[config.mk]
export PLATFORM = sky130hd
export DESIGN_NAME = tilt_sample_filter
export DESIGN_NICKNAME = d
export VERILOG_FILES = /design/src/rtl/tilt_pkg.sv /design/src/rtl/sample_ring_avg.sv /design/src/rtl/tilt_sample_filter.sv
export SDC_FILE = /design/constraint.sdc
export NUM_CORES = 1
export LEC_CHECK = 0
export CELL_PAD_IN_SITES_DETAIL_PLACEMENT = 1
export CELL_PAD_IN_SITES_GLOBAL_PLACEMENT = 1
export CORE_AREA = 2 2 138 140
export CTS_CLUSTER_SIZE = 10
export DETAILED_ROUTE_END_ITERATION = 6
export DIE_AREA = 0 0 140 142
export GPL_ROUTABILITY_DRIVEN = 0
export GPL_TIMING_DRIVEN = 1
export PLACE_DENSITY = 0.72
export SLEW_MARGIN = 40
export SYNTH_ARGS = -nofsm -noshare
export SYNTH_HDL_FRONTEND = slang
export SYNTH_SLANG_ARGS = --single-unit
export TNS_END_PERCENT = 5
[constraint.sdc]
create_clock -name clk -period 8.24 [get_ports clk]
set_clock_uncertainty 0.2 [all_clocks]
set_input_delay 1.648 -clock clk [delete_from_list [all_inputs] [get_ports clk]]
set_output_delay 1.648 -clock clk [all_outputs]
set_load 0.01 [all_outputs]
[src/rtl/tilt_pkg.sv]
// Constants and arithmetic helpers shared by the tilt sensor datapath blocks
// (sample filter, angle display, alarm).
package tilt_pkg;

   localparam int ANGLE_W      = 11;   // signed tenths of a degree, covers +/-900
   localparam int ANGLE_MAX    = 900;  // output at +1 g
   localparam int ALARM_TENTHS = 800;  // 80-degree alarm threshold

   // Saturate v to the symmetric range [-lim, +lim].
   function automatic int clamp_sym(input int v, input int lim);
      if (v > lim) begin
         return lim;
      end else if (v < -lim) begin
         return -lim;
      end else begin
         return v;
      end
   endfunction

   // Divide by 2**sh, truncating toward zero. A bare arithmetic shift rounds
   // toward minus infinity, so negative values get a bias of 2**sh-1 first.
   function automatic int div_pow2_tz(input int v, input int sh);
      int bias;
      bias = (v < 0) ? ((1 << sh) - 1) : 0;
      return (v + bias) >>> sh;
   endfunction

endpackage

[src/rtl/sample_ring_avg.sv]
// Moving-window accumulator: a ring of the last 2**AVG_LOG2 clamped samples
// with a running sum, write pointer and saturating fill counter.
module sample_ring_avg #(
   parameter int SAMPLE_W = 10,
   parameter int AVG_LOG2 = 3
) (
   input  logic                                clk,
   input  logic                                reset_n,
   input  logic                                sample_valid_i,
   input  logic signed [SAMPLE_W-1:0]          sample_i,
   output logic                                sum_valid_o,
   output logic signed [SAMPLE_W+AVG_LOG2-1:0] sum_o,
   output logic                                full_o
);

   localparam int DEPTH = 1 << AVG_LOG2;
   localparam int SUM_W = SAMPLE_W + AVG_LOG2;
   localparam int CNT_W = AVG_LOG2 + 1;
   localparam logic [CNT_W-1:0]    FULL_CNT = CNT_W'(DEPTH);
   localparam logic [AVG_LOG2-1:0] PTR_ONE  = AVG_LOG2'(1);
   localparam logic [CNT_W-1:0]    CNT_ONE  = CNT_W'(1);

   logic signed [SAMPLE_W-1:0] buf_q [DEPTH];
   logic        [AVG_LOG2-1:0] wr_ptr_q;
   logic        [CNT_W-1:0]    fill_q;
   logic signed [SUM_W-1:0]    sum_q;
   logic signed [SUM_W-1:0]    sum_d;
   logic                       valid_q;

   // Next running sum: add the incoming sample, drop the one it overwrites.
   always_comb begin
      // NOTE: sum_d is assigned unconditionally, so no latch can be inferred.
      sum_d = sum_q + SUM_W'(sample_i) - SUM_W'(buf_q[wr_ptr_q]);
   end

   // Window state update on each accepted sample.
   always_ff @(posedge clk or negedge reset_n) begin
      // NOTE: the ring is cleared on reset so that, before the window fills,
      // empty slots contribute zero to the sum instead of stale data.
      if (!reset_n) begin
         for (int i = 0; i < DEPTH; i++) begin
            buf_q[i] <= '0;
         end
         wr_ptr_q <= '0;
         fill_q   <= '0;
         sum_q    <= '0;
         valid_q  <= 1'b0;
      end else begin
         // NOTE: non-blocking assignments so every register samples the
         // pre-edge value of the others (buf_q read in sum_d, then written).
         valid_q <= sample_valid_i;
         if (sample_valid_i) begin
            buf_q[wr_ptr_q] <= sample_i;
            wr_ptr_q        <= wr_ptr_q + PTR_ONE;  // wraps at 2**AVG_LOG2
            sum_q           <= sum_d;
            if (fill_q != FULL_CNT) begin
               fill_q <= fill_q + CNT_ONE;
            end
         end
      end
   end

   assign sum_valid_o = valid_q;
   assign sum_o       = sum_q;
   assign full_o      = (fill_q == FULL_CNT);

endmodule

[src/rtl/tilt_sample_filter.sv]
// Conditioning stage between the SPI accelerometer controller and the angle
// display/alarm logic: edge-accept, clamp to +/-1 g, moving average, scale to
// signed tenths of a degree. Three-stage pipeline, no stall.
module tilt_sample_filter #(
   parameter int DATA_W    = 16,
   parameter int AVG_LOG2  = 3,
   parameter int FS_LOG2   = 8,
   parameter int ANGLE_MAX = tilt_pkg::ANGLE_MAX
) (
   input  logic                                 clk,
   input  logic                                 reset_n,
   input  logic                                 data_update,
   input  logic signed [DATA_W-1:0]             data_x,
   input  logic                                 freeze,
   output logic signed [tilt_pkg::ANGLE_W-1:0]  angle_tenths,
   output logic                                 angle_valid,
   output logic                                 primed
);

   localparam int SAMPLE_W = FS_LOG2 + 2;
   localparam int SUM_W    = SAMPLE_W + AVG_LOG2;
   localparam int PROD_W   = 21;
   localparam int ANGLE_W  = tilt_pkg::ANGLE_W;
   localparam int FS_LIMIT = 1 << FS_LOG2;

   logic                       upd_prev_q;
   logic                       accept;
   logic signed [SAMPLE_W-1:0] clamp_d;
   logic signed [SAMPLE_W-1:0] clamp_q;
   logic                       s1_valid_q;
   logic                       s2_valid;
   logic signed [SUM_W-1:0]    s2_sum;
   logic                       s2_full;
   int                         avg;
   logic signed [PROD_W-1:0]   prod;
   logic signed [ANGLE_W-1:0]  angle_d;
   logic signed [ANGLE_W-1:0]  angle_q;
   logic                       valid_q;
   logic                       primed_q;

   // A held level yields one sample: accept only on the low-to-high edge.
   assign accept = data_update & ~upd_prev_q;

   // Previous data_update level for edge detection.
   always_ff @(posedge clk or negedge reset_n) begin
      if (!reset_n) begin
         upd_prev_q <= 1'b0;
      end else begin
         upd_prev_q <= data_update;
      end
   end

   // Clamp the raw sample to +/-1 g.
   always_comb begin
      clamp_d = SAMPLE_W'(tilt_pkg::clamp_sym(int'(data_x), FS_LIMIT));
   end

   // S1: register the clamped sample on an accepted edge.
   always_ff @(posedge clk or negedge reset_n) begin
      if (!reset_n) begin
         s1_valid_q <= 1'b0;
         clamp_q    <= '0;
      end else begin
         s1_valid_q <= accept;
         if (accept) begin
            clamp_q <= clamp_d;
         end
      end
   end

   // S2: ring buffer and running sum.
   sample_ring_avg #(
      .SAMPLE_W (SAMPLE_W),
      .AVG_LOG2 (AVG_LOG2)
   ) u_ring (
      .clk            (clk),
      .reset_n        (reset_n),
      .sample_valid_i (s1_valid_q),
      .sample_i       (clamp_q),
      .sum_valid_o    (s2_valid),
      .sum_o          (s2_sum),
      .full_o         (s2_full)
   );

   // Average, then scale to tenths of a degree; both divides truncate toward zero.
   always_comb begin
      avg     = tilt_pkg::div_pow2_tz(int'(s2_sum), AVG_LOG2);
      prod    = PROD_W'(avg * ANGLE_MAX);
      angle_d = ANGLE_W'(tilt_pkg::div_pow2_tz(int'(prod), FS_LOG2));
   end

   // S3: publish the angle unless frozen; primed latches once the window is full.
   always_ff @(posedge clk or negedge reset_n) begin
      if (!reset_n) begin
         angle_q  <= '0;
         valid_q  <= 1'b0;
         primed_q <= 1'b0;
      end else begin
         valid_q <= s2_valid & ~freeze;
         if (s2_valid && !freeze) begin
            angle_q <= angle_d;
         end
         if (s2_valid && s2_full) begin
            primed_q <= 1'b1;
         end
      end
   end

   assign angle_tenths = angle_q;
   assign angle_valid  = valid_q;
   assign primed       = primed_q;

endmodule

; ---- After elaboration in Yosys (flattened, before gate mapping)
; Index checks and enable logic that the tools add are counted.
[totals]
regBits = 126
latchBits = 0
mem_bits_rw = 0
mem_bits_ro = 0
inputBits = 20
out_inout_bits = 13
wordCells = 53
mem_count = 0
[classes]
addsub = 6
mul = 1
n_div = 0
n_lt_le_gt_ge = 6
eq_ne = 2
shifts = 0
muxes = 10
n_bitwise = 5
n_reduce_logical = 5
[ops]
columns = op, count
row1 = bitwise mux 80 bit, 1
row2 = two-way mux 10 bit, 5
row3 = binary-select mux 10 bit (select 3 bit), 1
row4 = demux 10 bit (select 3 bit), 1
row5 = "< comparator 21 x 1 -> 1 bit, second input constant", 1
row6 = adder 19 x 9 -> 19 bit, 1
row7 = "multiplier 11 x 9 -> 19 bit, second input constant", 1
row8 = "greater-than comparator 16 x 10 -> 1 bit, second input constant", 1
row9 = "< comparator 16 x 9 -> 1 bit, second input constant", 1
row10 = adder 13 x 4 -> 14 bit, 1
row11 = adder 13 x 10 -> 13 bit, 1
row12 = "< comparator 13 x 1 -> 1 bit, second input constant", 1
row13 = subtractor 13 x 10 -> 13 bit, 1
row14 = two-way mux 8 bit, 1
row15 = "adder 4 x 1 -> 4 bit, second input constant", 1
row16 = "== test 4 bit, second input constant", 1
row17 = "greater-or-equal comparator 4 bit, second input constant", 1
row18 = "< comparator 4 x 1 -> 1 bit, second input constant", 1
row19 = "inequality test 4 bit, second input constant", 1
row20 = NOT 3 -> 4 bit, 1
row21 = "adder 3 x 1 -> 3 bit, second input constant", 1
row22 = logical AND 1 bit, 3
row23 = two-way mux 3 bit, 1
row24 = bitwise AND 1 bit, 2
row25 = 3 further kinds, 4

; ---- Logic depth before layout (Yosys ltp)
; Gate-level depths: netlist of run 1.
[depth]
ltp_word = 7
depth_mapped = 29
mapped_depth_nobuf = 28

; ---- Modules after synthesis
; A second synthesis of run 1 with hierarchy kept.
[unflattened]
hier_cells = 751
hier_area_um2 = 8255.4
[by_module_without_submodules]
columns = mod, n_inst, cells_each, area_each_um2, seq_area_each_um2
row1 = sample_ring_avg, 1, 430, 5336.4, 2527.4
row2 = tilt_sample_filter, 1, 321, 2919.0, 625.6

; ---- Worst setup path before layout of run 1
; No wires, ideal clock.
[synth_timing]
path_kind = flip-flop to flip-flop
start = register u_ring.sum_q[12], in the netlist u_ring.sum_o[12]
end = register angle_q[6], in the netlist angle_tenths[6]
setup_time_ns = 0.128
t_arrival_ns = 6.425
t_required_ns = 7.912
path_slack_ns = 1.487
stages_incl_launch_ff = 30
path_buffers = 1
synth_period_minus_slack_ns = 6.753
path_cell_list = dfrtp_1 ha_1 and4_4 o211a_1 buf_6 nand2_1 nor2_1 nand2_1 xnor2_1 ha_1 ha_1 xnor2_1 fa_1 inv_1 ha_1 ha_1 o21a_1 o21a_1 nand2_1 a31oi_1 xnor2_2 inv_1 ha_1 a21oi_1 inv_1 a31oi_1 o31ai_4 or2_2 a311oi_1 nor3_1
[synth_via]
elab_chain_len = 7
[synth_lines]
columns = item, line_no
row1 = "start, declared", sample_ring_avg.sv:26  ; logic signed [SUM_W-1:0] sum_q;
row2 = "start signal, assigned", sample_ring_avg.sv:55  ; sum_q <= sum_d;
row3 = < comparator 13 x 1 -> 1 bit, tilt_pkg.sv:24  ; bias = (v < 0) ? ((1 << sh) - 1) : 0;
row4 = two-way mux 3 bit, tilt_pkg.sv:24
row5 = adder 13 x 4 -> 14 bit *, tilt_pkg.sv:25  ; return (v + bias) >>> sh;
row6 = multiplier 11 x 9 -> 19 bit *, tilt_sample_filter.sv:88  ; prod = PROD_W'(avg * ANGLE_MAX);
row7 = < comparator 21 x 1 -> 1 bit, tilt_pkg.sv:24
row8 = two-way mux 8 bit, tilt_pkg.sv:24
row9 = adder 19 x 9 -> 19 bit *, tilt_pkg.sv:25
row10 = "end signal, assigned", tilt_sample_filter.sv:101  ; angle_q <= angle_d;
row11 = "end, declared", tilt_sample_filter.sv:37  ; logic signed [ANGLE_W-1:0] angle_q;
; Mark *: on every way between the ends. The rest lies on a longest branch, timed or not.
; A chain may end at the register's enable or synchronous reset.

; ---- Final worst setup path of run 1
; Ends and elaborated chain as after synthesis.

==> reports/results.tsv, run 1 <==
stage	metric	value	unit
worst_setup_path	critical path's slowest cell	fa_1	
clocking	CTS tree	built	
yosys	Net Count, Synth	881	
clocking	post-CTS sizing	0	
finish	Fillers	2032	
sta	period utilization	93.0	%
clocking	H-tree levels	4	
global_routing	initial antenna violation count	0	
detailed_routing	first-iteration detailed-routing DRC count	245	
worst_setup_path	Startpoint Class	flop	
sta	fin crit period	7670	ps
clocking	Root Driver	clkbuf_16	
worst_setup_path	element type at the critical path end	flop	
clocking	CTS buffer count	17	
sta	Fin. Hold Viols	0	
yosys	EDFF count, synth	0	
clocking	clock latency on the worst-skew pair	430	ps
detailed_routing	drc violations	2	
global_routing	first-pass GRT wire length	31.9	mm
sta	Sum Neg Setup Slack	0	ps
detailed_routing	Antenna Violating Nets Remaining	0	
yosys	Seq cells post-synth	126	
yosys	share of the synthesized area in the top cell type	38.7	%
clocking	Hold Buf Count CTS	0	
outcome	status	finished with violations	
yosys	Mapped Avg Cell Area	10.6	um^2
worst_setup_path	Buf+Inv Stages, Crit Path	4	
worst_setup_path	WP data arrival	7770	ps
die	die height	142	um
die	core area	18500	um^2
worst_setup_path	largest stage delay on the critical path	510	ps
worst_setup_path	CP delay by family, top	adder cells	
worst_setup_path	kind of critical path	flop to flop	
detailed_routing	vias per std cell	5.43	
worst_hold_path	Tightest Hold Check Type	flop to flop	
global_routing	number of global-route vias before repair	6433	
finish	# diodes	0	
clocking	CTS clk-pin slew, worst paths	60	ps
yosys	total of warnings raised by yosys	0	
worst_setup_path	Worst EP required	8350	ps
finish	Area Overhead vs Synth	14.6	%
finish	fraction of layout instances using a drive strength above 1	16.7	%
die	num ports	33	
sta	Final setup violation count	0	
sta	RSZ-0062 raised after global routing	false	
sta	Final Max Slew Viols	0	
detailed_routing	Avg WL per Cell	18.0	um
sta	slew of the pin with the lowest slew margin	780	ps
yosys	Yosys top cell by area	dfrtp_1	
global_routing	gr usage total	20.3	%
global_routing	largest net degree at the start of global routing	70	
yosys	most frequent cells after synthesis	dfrtp_1 (126), inv_1 (87), nand2_1 (83)	
clocking	Post-CTS Setup Inserts	0	
worst_setup_path	critical path's most frequent cell	ha_1	
detailed_routing	Detailed Route WL	19.0	mm
yosys	sequential area share after synthesis	38.7	%
clocking	Max Buffers Root-to-Sink	2	
sta	Max-slew headroom	48.0	%
clocking	Clock Sinks	126	
yosys	top area cells in the synthesized netlist	dfrtp_1 (39%), ha_1 (10%), mux2_2 (7.7%)	
job	MaxCap Viol Count	0	
finish	Nets	920	
placed_design	HPWL Detailed	14.0	mm
outcome	failing checks	design-rule violations	
die	Initial Utilization	44.2	%
yosys	Distinct cells, synth	54	
die	Die X	140	um
yosys	Cells after Synth	770	
yosys	top_reg_cell synth	dfrtp_1	
die	# rows	50	
placed_design	I/O Buffers	32	
global_routing	grt total ovfl	0	
die	die area	19900	um^2
yosys	mapped cell area	8150	um^2
yosys	Async SR Flop Fraction	100	%
detailed_routing	DRT Pass-1 Iters	7	
worst_setup_path	CP Max Fanout	9	
detailed_routing	detailed-route via count	5739	
yosys	most common cell in the netlist	dfrtp_1	
sta	Max Clock Freq	0.130	GHz
[final cells by class]
type	count	area [um^2]	area share [%]
Inverter	88	330	3.54
Clock inverter	14	133	1.42
Multi-Input combinational cell	533	4590	49.1
Timing Repair Buffer	43	404	4.33
Sequential cell	126	3160	33.8
Clock buffer	18	439	4.70
Tap cell	234	293	3.13
[state kept, by name, summed over array words and instances (netlist names)]
| signal | count |
|---|---|
| upd_prev_q | 1 |
| angle_valid | 1 |
| u_ring.sum_o | 13 |
| primed | 1 |
| u_ring.wr_ptr_q | 3 |
| s1_valid_q | 1 |
| clamp_q | 10 |
| u_ring.fill_q | 4 |
| u_ring.sum_valid_o | 1 |
| u_ring.buf_q | 80 |
| angle_tenths | 11 |
[worst paths after layout]
kind                                        from                to  slack [ps]  cells after the start
worst max-delay path            u_ring.sum_o[12]   angle_tenths[6]         570                     27
worst min-delay path                      primed            primed         270                      1
worst max register to register  u_ring.sum_o[12]   angle_tenths[6]         570                     27
worst min register to register            primed            primed         270                      1
max in group asynchronous                reset_n   u_ring.buf_q[6]        5600                      2
min in group asynchronous                reset_n  angle_tenths[10]         990                      1
[worst reg2reg max path: cells and delay by family, from the launching register on]
family	cells	cell delay (ps)
adders and majority gates	7	2600
AOI/OAI and AO/OA	7	1870
and+or+nand+nor	7	1410
xor gates and xnor gates	2	600
DFF	1	500
buffers and inverters	4	380
[kinds of logic (layout without fill, tap and decap cells)]
logic type               after synthesis  in the layout  share of synthesized area [%]
XOR/XNOR                              56             56                           6.11
buffers and inverters                111            163                           5.31
AND/OR/NAND/NOR                      167            167                           9.47
multiplexers                          85             85                           14.4
AO/OA/AOI/OAI                        134            134                           9.95
flip-flops                           126            126                           38.7
adder cells (fa/ha/maj)               91             91                           16.1
[through the flow]
step | worst slack (ps) | hold slack, ps | cells | instance area, um^2 | util (%)
finish | 573 | 267 | 1056 | 9340 | 50.6
global route | 10.1 | 293 | 1056 | 9340 | 50.6
CTS | 371 | 279 | 1056 | 9310 | 50.5
detailed placement | 470 | 265 | 1024 | 8740 | 47.4
global placement | 856 | 236 | 1020 | 8710 | 47.2
floorplan | 1490 | 152 | 770 | 8150 | -
[cells in the final DEF (no fill, tap or decap), types with 11 or more instances in the layout]
cell             netlist  layout
clkdlybuf4s50_1        0      31
clkbuf_16              0      17
nand3_1               15      15
xor2_1                14      14
dfrtp_1              126     124
mux2_2                56      56
inv_1                 87      87
fa_1                  23      23
o21ai_0               69      69
a21oi_1               18      18
nand2_1               83      82
xnor2_1               41      38
ha_1                  68      68
buf_4                  0      11
nor2_1                21      21
mux4_2                20      20
nor3_1                12      12
[layer usage]
layer  vias up  track usage, %  routed length [um]
met2        67            37.4               10000
met3        29            2.79                 376
met5         -               0                   0
met1      2911            24.0                8210
li1       2732               -                   -
met4         0            8.13                 397
Power of run 1 is not shown: default switching activity piles up to over one toggle a cycle in this logic, so the estimate is an artifact.
==> run 2: changes to the inputs <==
Settings changed: CTS_CLUSTER_DIAMETER set to 80.
==> results of run 2 <==
No change in the layout: final DEF, timing and power equal those of run 1.
Power of run 2 is left out for the same reason.
